**src/rtl/uart_rx.sv**
```systemverilog
// 8N1 UART receiver with 16x oversampling, mid-bit sampling and sticky
// overrun / framing status cleared by a CPU read acknowledge.
`timescale 1ns/1ps

module uart_rx #(
    parameter int unsigned CLK_FREQ = 100000000,
    parameter int unsigned BAUD     = 9600
) (
    input  logic       sysclk,
    input  logic       Reset_n,
    input  logic       UART_IN,
    input  logic       rd_ack,
    output logic [7:0] rx_data,
    output logic       rx_ready,
    output logic       rx_overrun,
    output logic       frame_err,
    output logic       rx_busy
);

    localparam int unsigned DIV    = CLK_FREQ / (BAUD * 16);
    localparam int unsigned DIV_W  = (DIV > 1) ? $clog2(DIV) : 1;
    localparam int unsigned DATA_W = 8;
    localparam int unsigned TICK_W = 4;
    localparam int unsigned IDX_W  = 3;
    localparam int unsigned WARM_W = 2;

    typedef enum logic [1:0] {
        ST_IDLE  = 2'd0,
        ST_START = 2'd1,
        ST_DATA  = 2'd2,
        ST_STOP  = 2'd3
    } state_t;

    state_t              state_q;
    state_t              state_d;
    logic                sync_1;
    logic                sync_2;
    logic                line_prev;
    logic [WARM_W-1:0]   warm;
    logic [DIV_W-1:0]    div_cnt;
    logic [TICK_W-1:0]   tick_cnt;
    logic [IDX_W-1:0]    bit_idx;
    logic [DATA_W-1:0]   shift_q;

    logic fall_c;
    logic tick_c;
    logic mid_start_c;
    logic mid_bit_c;
    logic shift_c;
    logic stop_good_c;
    logic stop_bad_c;
    logic tick_clr_c;

    // Synchronizer plus edge history; warm keeps the reset value of the
    // flops from masquerading as a falling edge when the line is already low.
    always_ff @(posedge sysclk or negedge Reset_n) begin
        if (!Reset_n) begin
            sync_1    <= 1'b1;
            sync_2    <= 1'b1;
            line_prev <= 1'b1;
            warm      <= '0;
        end else begin
            sync_1    <= UART_IN;
            sync_2    <= sync_1;
            line_prev <= sync_2;
            if (warm != WARM_W'(3)) begin
                warm <= warm + WARM_W'(1);
            end
        end
    end

    assign fall_c = (warm == WARM_W'(3)) && line_prev && !sync_2;
    assign tick_c = (state_q != ST_IDLE) && (div_cnt == DIV_W'(DIV - 1));

    always_ff @(posedge sysclk or negedge Reset_n) begin
        if (!Reset_n) begin
            state_q <= ST_IDLE;
        end else begin
            state_q <= state_d;
        end
    end

    always_comb begin
        state_d = state_q;
        case (state_q)
            ST_IDLE:  if (fall_c)      state_d = ST_START;
            ST_START: if (mid_start_c) state_d = sync_2 ? ST_IDLE : ST_DATA;
            ST_DATA:  if (mid_bit_c && (bit_idx == IDX_W'(7))) state_d = ST_STOP;
            ST_STOP:  if (mid_bit_c)   state_d = ST_IDLE;
            default:  state_d = ST_IDLE;
        endcase
    end

    always_comb begin
        mid_start_c = 1'b0;
        mid_bit_c   = 1'b0;
        shift_c     = 1'b0;
        stop_good_c = 1'b0;
        stop_bad_c  = 1'b0;
        tick_clr_c  = 1'b0;
        case (state_q)
            ST_IDLE: tick_clr_c = 1'b1;
            ST_START: begin
                mid_start_c = tick_c && (tick_cnt == TICK_W'(7));
                tick_clr_c  = mid_start_c;
            end
            ST_DATA: begin
                mid_bit_c = tick_c && (tick_cnt == TICK_W'(15));
                shift_c   = mid_bit_c;
            end
            ST_STOP: begin
                mid_bit_c   = tick_c && (tick_cnt == TICK_W'(15));
                stop_good_c = mid_bit_c && sync_2;
                stop_bad_c  = mid_bit_c && !sync_2;
            end
            default: tick_clr_c = 1'b1;
        endcase
    end

    // Oversample divider, tick counter and bit index; all held at 0 in IDLE.
    always_ff @(posedge sysclk or negedge Reset_n) begin
        if (!Reset_n) begin
            div_cnt  <= '0;
            tick_cnt <= '0;
            bit_idx  <= '0;
            shift_q  <= '0;
        end else begin
            if (state_q == ST_IDLE || div_cnt == DIV_W'(DIV - 1)) begin
                div_cnt <= '0;
            end else begin
                div_cnt <= div_cnt + DIV_W'(1);
            end

            if (tick_clr_c) begin
                tick_cnt <= '0;
            end else if (tick_c) begin
                tick_cnt <= tick_cnt + TICK_W'(1);
            end

            if (state_q != ST_DATA) begin
                bit_idx <= '0;
            end else if (shift_c) begin
                bit_idx <= bit_idx + IDX_W'(1);
            end

            if (shift_c) begin
                shift_q <= {sync_2, shift_q[DATA_W-1:1]};
            end
        end
    end

    // Status: a completing frame takes priority over a coincident read ack.
    always_ff @(posedge sysclk or negedge Reset_n) begin
        if (!Reset_n) begin
            rx_data    <= '0;
            rx_ready   <= 1'b0;
            rx_overrun <= 1'b0;
            frame_err  <= 1'b0;
            rx_busy    <= 1'b0;
        end else begin
            if (stop_good_c) begin
                rx_data    <= shift_q;
                rx_ready   <= 1'b1;
                rx_overrun <= rd_ack ? 1'b0 : (rx_overrun | rx_ready);
                frame_err  <= frame_err & ~rd_ack;
            end else if (stop_bad_c) begin
                frame_err  <= 1'b1;
                rx_ready   <= rx_ready & ~rd_ack;
                rx_overrun <= rx_overrun & ~rd_ack;
            end else if (rd_ack) begin
                rx_ready   <= 1'b0;
                rx_overrun <= 1'b0;
                frame_err  <= 1'b0;
            end
            rx_busy <= (state_d != ST_IDLE);
        end
    end

endmodule

```
**config.mk**
```make
export PLATFORM = sky130hd
export DESIGN_NAME = uart_rx
export DESIGN_NICKNAME = d
export VERILOG_FILES = /design/src/rtl/uart_rx.sv
export SDC_FILE = /design/constraint.sdc
export NUM_CORES = 1
export LEC_CHECK = 0
export ABC_AREA = 1
export CAP_MARGIN = 20
export CORE_MARGIN = 2
export CORE_UTILIZATION = 52
export CTS_CLUSTER_SIZE = 40
export DETAILED_ROUTE_END_ITERATION = 6
export HOLD_SLACK_MARGIN = 0.15
export PLACE_DENSITY = 0.72
export SYNTH_ARGS = -nofsm -noshare
export SYNTH_HDL_FRONTEND = slang
export SYNTH_SLANG_ARGS = --single-unit
```
**constraint.sdc**
```tcl
create_clock -name sysclk -period 1.7 [get_ports sysclk]
set_input_delay 0.255 -clock sysclk [delete_from_list [all_inputs] [get_ports sysclk]]
set_output_delay 0.255 -clock sysclk [all_outputs]
set_load 0.1 [all_outputs]
```
==> metrics list <==
* Number of buffers created by CTS: 5
- Final count of hold timing violations: 0
- Post-route cell area: approximately 0.0026 mm^2
- From left edge to right edge, the die measures 66.57 um.
- The root buffer cell chosen for the clock tree is sky130_fd_sc_hd__clkbuf_8.
- The number of antenna violations at the first check in global routing is 0.
- Sequential cell area fraction in the yosys report: between 50 and 60%
* Maximum ir drop on the vdd rail: 651.7 uV
* CTS sink count: 44
* Slew at the pin closest to its max-slew limit: about 0.45 ns
- The first global-routing pass estimated 6141 um of wire.
- Cell Int Power: 1.895 mW
* Die area: around 0.0044 mm^2
- Instance count on the critical path: 8
- Across all hold checks on the routed design, the worst slack comes to 0.3503 ns.
* Static Leakage: 1.151 nW
- Power after layout: 2.904 mW
- Wirelength per Cell: ~12 um
* Syn Area/Cell: 9.557 um^2
* Final setup violating endpoints: 0
- Pin placement for this block handled 16 I/O pins.
- Net switching is approximately a third of the power.
* Reg power frac: between 40 and 50%
- The path class of the tightest hold or removal check is in2reg.
- The tool flagged a number of max-cap violations equal to 0.
- Dividing the detail-routed via count by the number of cells gives a little over 5.
- The placed instances occupy a cell area of 0.002397 mm^2.
- WP buf/inv: 2
- Once detailed placement completed, the half-perimeter wirelength came to between 2000 and 3000 um.
* Count of state elements after synthesis: 44
- Setup skew after layout: about 0.0075 ns
* DRC: 0
- Clock H-tree levels: 2
- The area growth from synthesis to layout is 26.37%.
* Synth area leader: sky130_fd_sc_hd__dfrtp_1
- The via count of the first global-routing pass is 1409.
* Outcome: finished, final reports clean
* Clock-pin transition on the worst setup and hold timing paths: about 0.090 ns
- Drt first pass iters: 4
- Max clock buf depth: 2
- Count of antenna diodes in the layout: 0
* Sort of element at the start of the critical path: flip-flop
- Leading cell types by total area after synthesis: sky130_fd_sc_hd__dfrtp_1 50%, sky130_fd_sc_hd__nand2_1 8.7%, sky130_fd_sc_hd__inv_1 4.8%
* Post-route antenna net violation count: 0
- In this run the worst path has a maximum fanout of 16.
- Summing over every cut layer, the via total after detailed routing is approximately 1.5k.
- From bottom edge to top edge, the die measures approximately 67 um.
- TritonCTS built the clock tree.
* Share of post-route cells with drive strength above 1: about a quarter
* Worst path most repeated cell: sky130_fd_sc_hd__nand2_1
- Timing would allow up to about 640 MHz.
- Final-layout setup total negative slack: 0 ns
- Buffers placed on the I/O ports in this run total 15.
- Proportion of synthesized flip-flops having asynchronous set or reset: 100.0%
- Global placement routability congestion: about 0.76
- The largest individual stage delay along the critical path comes from the cell sky130_fd_sc_hd__dfrtp_1.
- Final Routed Wirelength: ~3600 um
* Max Transition Viols Final: 0
- Most used flip-flop cell after synthesis: sky130_fd_sc_hd__dfrtp_1
- The number of nets in the synthesized netlist is 223.
- Counting instances, the worst hold path has a depth of 1.
- In this run the power spent charging and discharging nets is roughly 1 mW.
* PwrDens: about 1100 mW/mm^2
- Number of cells produced by synthesis: between 200 and 250
- Summed over all layers, the global routing overflow is 0.
- Yosys synthesis warning count: 0
- Portion of synthesized cell area occupied by the leading cell type: between 50% and 60%
* First-iteration detailed-routing DRC count: slightly below 90
- The number of different library cells used by synthesis comes to 30.
- Leading cell types in the layout, fill and taps excluded: 47 x sky130_fd_sc_hd__nand2_1, 41 x sky130_fd_sc_hd__dfrtp_1, 25 x sky130_fd_sc_hd__inv_1
- The initial utilization of the core area, before any placement, comes to 54.78%.
* Total Routing Usage GR: a little under a fifth
* Clock Latency Late Sink: a little over 0.3 ns
* Delay-heaviest family, CP: simple AND/OR/NAND/NOR gates
- Arrival time at the worst endpoint: approximately 1.8 ns
- Peak per-stage delay on the critical path: roughly 0.4 ns
* Time the worst path needs with I/O delays and setup: around 1.6 ns
* Critical-path cell list: ha_1 -> nand2_1 -> nor2_4 -> buf_4 -> nand4_4 -> buf_12 -> nand2_1 -> o21ai_1
- Combinational logic burns a little over a quarter of the power.
- Entering global routing, the biggest net connects 27 pins.
- In this run the core area contains 22 standard-cell rows.
* Worst Setup End Kind: flip-flop
- Net total in the final layout: approximately 250
* Filler Cell Count: 270
- Worst Path Class, Setup: reg2reg
* Count of flip-flops with a built-in enable after synthesis: 0
* Proportion of power drawn by the clock network: roughly 28%
- The total area inside the core boundary comes to ~0.0037 mm^2.
- Leaving out fill and tap cells, the most frequent cell in the layout is sky130_fd_sc_hd__nand2_1.
* Final worst path period share: roughly nine tenths
- Measured in cells, the most critical reg-to-reg path has a length of 8.
- Cell area after synthesis: 0.002036 mm^2
* Required time at the endpoint of the critical path: roughly 1.9 ns
- Max-slew headroom: ~70%
## final cells by class
cell class                 instances  area, um^2  share of cell area (%)
clock inverter                     3       46.29                   1.800
sequential                        44        1105                   42.95
tap                               48       60.06                   2.335
timing repair buffer              24       360.3                   14.01
inverter                          31       118.9                   4.621
multi-input combinational        136       813.3                   31.61
clock buffer                       5       68.82                   2.675
## power by group through the flow
stage | Combinational [mW] | Clock [mW] | Sequential [mW]
6_report | 0.754 | 0.819 | 1.33
5_1_grt | 0.860 | 0.885 | 1.35
4_1_cts | 0.722 | 0.831 | 1.32
2_1_floorplan | 0.461 | 0 | 1.38
3_5_place_dp | 0.714 | 0 | 1.34
3_3_place_gp | 0.692 | 0 | 1.34
## synthesized netlist by cell type (2+ instances only)
master and count:
sky130_fd_sc_hd__a21oi_1 8, sky130_fd_sc_hd__buf_6 3, sky130_fd_sc_hd__clkinv_2 2, sky130_fd_sc_hd__dfrtp_1 41
sky130_fd_sc_hd__dfstp_2 3, sky130_fd_sc_hd__ha_1 6, sky130_fd_sc_hd__inv_1 26, sky130_fd_sc_hd__inv_2 3
sky130_fd_sc_hd__nand2_1 47, sky130_fd_sc_hd__nand2_2 2, sky130_fd_sc_hd__nand3_1 8, sky130_fd_sc_hd__nand4_1 4
sky130_fd_sc_hd__nand4_4 2, sky130_fd_sc_hd__nor2_1 17, sky130_fd_sc_hd__nor2_2 2, sky130_fd_sc_hd__nor2_4 3
sky130_fd_sc_hd__o21ai_0 6, sky130_fd_sc_hd__o21ai_1 10, sky130_fd_sc_hd__o21ai_2 9
## routing by layer
layer	part of all wire, %	vias to the layer above	global-route usage [%]	wire, um
met2	49	17	29.63	1751
met3	3.0	7	6.081	107
met1	46	710	24.14	1667
met4	1.7	0	7.653	62
li1	-	746	-	-
met5	0	-	0	0
## final timing paths
| check | startpoint | endpoint | slack, ns |
|---|---|---|---|
| setup / recovery | tick_cnt[0] | shift_q[0] | 0.14 |
| hold / removal | UART_IN | sync_1 | 0.35 |
| setup reg to reg | tick_cnt[0] | shift_q[0] | 0.14 |
| hold reg to reg | sync_1 | sync_2 | 0.36 |
| max in group asynchronous | Reset_n | shift_q[5] | 0.80 |
| min in group asynchronous | Reset_n | div_cnt[7] | 0.42 |
## cells by family (layout without fill, tap and decap cells)
family	count (synthesis)	count (layout)	share of synthesized area, %
simple gates	90	91	22.25
flops	44	44	54.27
compound gates	36	36	10.88
buf+inv	34	63	7.498
fa+ha+maj	6	6	3.688
xor+xnor	2	2	0.8606
mux	1	1	0.5531
## sequential cells by signal (all words and copies together) (netlist names)
signal	cells
line_prev	1
sync_1	1
rx_overrun	1
bit_idx	3
div_cnt	10
warm	2
rx_ready	1
rx_busy	1
rx_data	8
frame_err	1
sync_2	1
state_q	2
shift_q	8
tick_cnt	4
## through the flow
step	util, %	setup slack [ns]	cells
after global routing	69.23	-0.003431	291
after floorplan	-	0.2263	213
after CTS	67.88	0.01800	288
after detailed placement	64.51	0.03923	279
final	69.23	0.1437	291
after global placement	64.51	0.1031	279
## repair_timing
action	4_1_cts	5_1_grt
buffers inserted	0	2
hold buffers	1	0
hold endpoints to repair	15	0
gates resized for setup	0	7
endpoints found under the setup margin	0	14
Note: power is estimated with default switching activity, not from simulation.
